[src/rtl/seq_divider.sv]
// Multi-cycle radix-2 restoring divider for DIV/DIVU/REM/REMU.
// One quotient bit per clock; start/busy/done handshake with registered results.
module seq_divider #(
  parameter int unsigned WIDTH = 32
) (
  input  logic             clk,
  input  logic             rst,
  input  logic             start,
  input  logic [WIDTH-1:0] A,
  input  logic [WIDTH-1:0] B,
  input  logic             Signed,
  output logic [WIDTH-1:0] Quotient,
  output logic [WIDTH-1:0] Remainder,
  output logic             busy,
  output logic             done,
  output logic             DivByZero
);

  localparam int unsigned CW = (WIDTH > 1) ? $clog2(WIDTH) : 1;

  typedef enum logic [2:0] {IDLE, PREP, RUN, FIX, DONE} state_t;

  state_t           state_q, state_d;
  logic [WIDTH-1:0] a_q, a_d, b_q, b_d;
  logic             signed_q, signed_d;
  logic [WIDTH-1:0] dvd_q, dvd_d, dvs_q, dvs_d, rem_q, rem_d;
  logic [CW-1:0]    cnt_q, cnt_d;
  logic             negq_q, negq_d, negr_q, negr_d;
  logic [WIDTH-1:0] quo_q, quo_d, rmd_q, rmd_d;
  logic             busy_q, busy_d, done_q, done_d, dbz_q, dbz_d;

  logic [WIDTH:0]   shifted, diff;

  assign shifted = {rem_q, dvd_q[WIDTH-1]};
  assign diff    = shifted - {1'b0, dvs_q};

  always_comb begin
    state_d  = state_q;
    a_d      = a_q;
    b_d      = b_q;
    signed_d = signed_q;
    dvd_d    = dvd_q;
    dvs_d    = dvs_q;
    rem_d    = rem_q;
    cnt_d    = cnt_q;
    negq_d   = negq_q;
    negr_d   = negr_q;
    quo_d    = quo_q;
    rmd_d    = rmd_q;
    busy_d   = busy_q;
    done_d   = 1'b0;
    dbz_d    = dbz_q;

    unique case (state_q)
      IDLE: begin
        if (start) begin
          a_d      = A;
          b_d      = B;
          signed_d = Signed;
          state_d  = PREP;
          dbz_d    = (B == '0);
          // Zero divisor publishes its results at acceptance; PREP only
          // spends the one cycle before the done pulse.
          if (B == '0) begin
            quo_d  = '1;
            rmd_d  = A;
            busy_d = 1'b0;
          end else begin
            busy_d = 1'b1;
          end
        end
      end
      PREP: begin
        if (b_q == '0) begin
          state_d = DONE;
          done_d  = 1'b1;
        end else begin
          dvd_d   = (signed_q && a_q[WIDTH-1]) ? -a_q : a_q;
          dvs_d   = (signed_q && b_q[WIDTH-1]) ? -b_q : b_q;
          negq_d  = signed_q & (a_q[WIDTH-1] ^ b_q[WIDTH-1]);
          negr_d  = signed_q & a_q[WIDTH-1];
          rem_d   = '0;
          cnt_d   = CW'(WIDTH - 1);
          state_d = RUN;
        end
      end
      RUN: begin
        if (!diff[WIDTH]) begin
          rem_d = diff[WIDTH-1:0];
          dvd_d = {dvd_q[WIDTH-2:0], 1'b1};
        end else begin
          rem_d = shifted[WIDTH-1:0];
          dvd_d = {dvd_q[WIDTH-2:0], 1'b0};
        end
        if (cnt_q == '0) begin
          state_d = FIX;
        end else begin
          cnt_d = cnt_q - 1'b1;
        end
      end
      FIX: begin
        quo_d   = negq_q ? -dvd_q : dvd_q;
        rmd_d   = negr_q ? -rem_q : rem_q;
        busy_d  = 1'b0;
        done_d  = 1'b1;
        state_d = DONE;
      end
      DONE: begin
        state_d = IDLE;
      end
      default: begin
        state_d = IDLE;
      end
    endcase
  end

  always_ff @(posedge clk) begin
    if (rst) begin
      state_q  <= IDLE;
      a_q      <= '0;
      b_q      <= '0;
      signed_q <= 1'b0;
      dvd_q    <= '0;
      dvs_q    <= '0;
      rem_q    <= '0;
      cnt_q    <= '0;
      negq_q   <= 1'b0;
      negr_q   <= 1'b0;
      quo_q    <= '0;
      rmd_q    <= '0;
      busy_q   <= 1'b0;
      done_q   <= 1'b0;
      dbz_q    <= 1'b0;
    end else begin
      state_q  <= state_d;
      a_q      <= a_d;
      b_q      <= b_d;
      signed_q <= signed_d;
      dvd_q    <= dvd_d;
      dvs_q    <= dvs_d;
      rem_q    <= rem_d;
      cnt_q    <= cnt_d;
      negq_q   <= negq_d;
      negr_q   <= negr_d;
      quo_q    <= quo_d;
      rmd_q    <= rmd_d;
      busy_q   <= busy_d;
      done_q   <= done_d;
      dbz_q    <= dbz_d;
    end
  end

  assign Quotient  = quo_q;
  assign Remainder = rmd_q;
  assign busy      = busy_q;
  assign done      = done_q;
  assign DivByZero = dbz_q;

endmodule

[config.mk]
export PLATFORM = sky130hd
export DESIGN_NAME = seq_divider
export DESIGN_NICKNAME = d
export VERILOG_FILES = /design/src/rtl/seq_divider.sv
export SDC_FILE = /design/constraint.sdc
export NUM_CORES = 1
export LEC_CHECK = 0
export CORE_AREA = 2 2 199 201
export DETAILED_ROUTE_END_ITERATION = 10
export DIE_AREA = 0 0 201 203
export SLEW_MARGIN = 20
export SYNTH_ARGS = -nofsm -noshare
export SYNTH_HDL_FRONTEND = slang
export SYNTH_SLANG_ARGS = --single-unit
[constraint.sdc]
create_clock -name clk -period 4.9 [get_ports clk]
set_input_delay 0.98 -clock clk [delete_from_list [all_inputs] [get_ports clk]]
set_output_delay 0.98 -clock clk [all_outputs]
set_load 0.02 [all_outputs]
==> results_dict.tcl <==
set metrics [dict create \
    path_max_fanout 36 \
    p_switching_mw 2.24 \
    firstDrtPassIters 5 \
    cts_root_buf "clkbuf_16" \
    tightestPinTransition_ps 1000 \
    multi_input_area_mm2 0.00803 \
    drv_cap 0 \
    die-area_mm2 0.0408 \
    syn_area_mm2 0.0134 \
    dr_total_vias 12172 \
    startpoint_type "flip-flop" \
    slowest_delay_ps 700 \
    peakVddDrop_v 0.000237 \
    nNetsFinal 1869 \
    grt_setup_unrepaired "no" \
    drv_slew 0 \
    cts.reportedPaths.clkPinSlew_ps 60 \
    power_density_mw_per_mm2 401 \
    final_cell_mix "nand2_1 (260), dfxtp_1 (237), nor2_1 (197), a21oi_1 (158), clkdlybuf4s50_1 (133)" \
    initial_utilization_pct 34.9 \
    ys_types 73 \
    postCtsSetupBuffers 0 \
    coreArea_mm2 0.0385 \
    syn2layout_area_growth_pct 19.8 \
    clk_path_buf_depth 3 \
    numClockSinks 238 \
    cp.required_ps 5300 \
    drc 0 \
    postSynthCellCount 1685 \
    drive_gt1_share_pct 6.97 \
    yosysWarnings 0 \
    placed_area_mm2 0.0151 \
    dpl.hpwl_um 29500 \
    crit_path_frequent_cell "o21ai_0" \
    htreeDepth 1 \
    final_cells 2298 \
    syn_nets 1792 \
    internal_power_mw 4.21 \
    finalCritPeriodShare_pct 80.2 \
    cts_made_buffers 28 \
    antenna_left 0 \
    grt_pass1_vias 11503 \
    synth_seq_cells 238 \
    sw_frac_of_total_pct 34.7 \
    period_needed_ps 3930 \
    syn_avg_cell_area_um2 7.96 \
    die_h_um 203 \
    comb_power_share_pct 32.1 \
    finalHoldViolations 0 \
    cts_resized 0 \
    port-buffer-count 134 \
    finalSetupViolations 0 \
    power_frac_seq_pct 34.9 \
    diodes 0 \
    rows 72 \
    seq_area_mm2 0.00477 \
    via_per_inst 5.30 \
    cts_tree "yes" \
    holdCritPathClass "reg2reg" \
    synth_edf_count 0 \
    p_leak_nw 5.92 \
    max_freq_mhz 255 \
    routed_wl_um 39300 \
    critical_path_arrival_ps 4330 \
    worstSetupEndpointType "flip-flop" \
    routedWlPerCell_um 17.1 \
    insertion_delay_ps 570 \
    postCtsHoldBufs 0 \
    status "finished, final reports clean" \
    dp_cells 2250 \
    fin_skew_ps 20.5 \
    n_fill_cell 3925 \
    finish.utilization_pct 41.8 \
    critPathSlowestCell "a2111oi_0" \
    grt-ovfl-total 0 \
    max-slew-margin-rel_pct 33.2 \
    grt_pass1_wl_um 62500 \
    antenna_found_initial 0 \
    fin_area_mm2 0.0161 \
    crit_chain "inv_1 > ha_1 > fa_1 > nand2b_1 > a21oi_1 > o21ai_0 > a2111oi_0 > o211a_1 > o21ai_0 > nand3b_1 > buf_4 > a21boi_0 > o31ai_1" \
    grt_max_degree 81 \
    io_pins 135 \
    drt_iter0_drc 672 \
    gp_congestion 0.872 \
    synthArstFlopShare_pct 0 \
    crit_type "reg2reg" \
    final_common_cell "nand2_1" \
    power.share.clock_pct 33.0 \
    gr-usage-all-layers_pct 18.6 \
    die_w_um 201 \
    seq_area_frac_synth_pct 35.5 \
    synth-main-ff-cell "dfxtp_1" \
    finalSetupTns_ps 0 \
]
-- metrics by stage --
stage               setup WS [ps]  hold WS, ps  power, mW
floorplan                    1830          432       3.82
global placement             1090          445       4.32
detailed placement            978          452       4.35
CTS                           948          460       6.48
global route                  706          471       6.82
finish                        972          457       6.45
-- cell families (layout without fill, tap and decap cells) --
family / Yosys count / in the layout / share of synthesized area [%]
AO/OA/AOI/OAI: 467 / 467 / 23.7
XOR/XNOR: 147 / 147 / 9.59
buffers and inverters: 158 / 253 / 4.88
adder cells (fa/ha/maj): 39 / 39 / 3.69
AND/OR/NAND/NOR: 604 / 604 / 20.3
flip-flops: 238 / 238 / 35.5
multiplexers: 32 / 32 / 2.39
-- power by group through the flow --
| stage | logic [mW] | registers (mW) | clock network (mW) |
|---|---|---|---|
| after floorplan | 1.56 | 2.26 | 0 |
| after CTS | 2.07 | 2.25 | 2.16 |
| after global routing | 2.29 | 2.27 | 2.26 |
| after global placement | 2.03 | 2.29 | 0 |
| final | 2.07 | 2.25 | 2.13 |
| after detailed placement | 2.06 | 2.29 | 0 |
-- critical path: cells and delay by family, from the launching register on --
family,cells,cell delay (ps)
simple gates,2,270
flops,1,330
fa+ha+maj,2,630
buf+inv,2,580
compound gates,7,1920
-- final timing paths --
| check | startpoint | endpoint | slack (ps) | cells after the start |
|---|---|---|---|---|
| min | dvs_q[31] | dvs_q[31] | 460 | 2 |
| max reg2reg | dvd_q[31] | rem_q[19] | 970 | 13 |
| min reg2reg | dvs_q[31] | dvs_q[31] | 460 | 2 |
| max | dvd_q[31] | rem_q[19] | 970 | 13 |
-- layout make-up --
| cell class | count | share of cell area, % |
|---|---|---|
| Sequential cell | 238 | 29.7 |
| Tap cell | 518 | 4.03 |
| Clock buffer | 36 | 4.86 |
| Clock inverter | 12 | 0.989 |
| Timing Repair Buffer | 151 | 9.23 |
| Multi-Input combinational cell | 1289 | 50.0 |
| Inverter | 54 | 1.26 |
-- flip-flops by register name, summed over array words and instances (netlist names) --
signal / count
done: 1
b_q: 32
DivByZero: 1
negr_q: 1
Remainder: 32
a_q: 32
busy: 1
cnt_q: 5
negq_q: 1
Quotient: 32
dvd_q: 32
rem_q: 32
state_q: 3
signed_q: 1
dvs_q: 32
-- per-layer routing --
layer	global-route usage (%)	part of all wire (%)	up-vias	wire length, µm
met4	7.70	4.0	0	1580
met2	31.7	47	276	18500
met5	0	0	-	0
met3	2.25	4.3	83	1690
met1	23.9	45	5697	17600
li1	-	-	6116	-
-- synth_stat cells, types with 7 or more instances --
master	n	area, µm²
or3_1	11	68.8
nand3_1	16	80.1
nand2_1	261	980
nand2b_1	11	68.8
a31oi_1	8	50.1
or4_1	13	97.6
a21oi_1	158	791
xnor2_1	61	534
inv_1	54	203
nor2_1	198	743
ha_1	38	475
a211oi_1	73	548
buf_4	8	60.1
dfxtp_1	238	4760
o41ai_1	20	175
mux2i_1	32	320
a21o_1	8	60.1
nor3_1	21	105
clkbuf_1	75	282
buf_2	13	65.1
xor2_1	86	753
o31ai_1	27	203
nor4_1	16	100
a22oi_1	7	52.6
o221a_2	10	113
o211ai_1	11	82.6
o21ai_0	78	390
a221oi_2	20	300
nor2b_1	7	43.8
No activity file was read; power rests on OpenSTA's default activity.
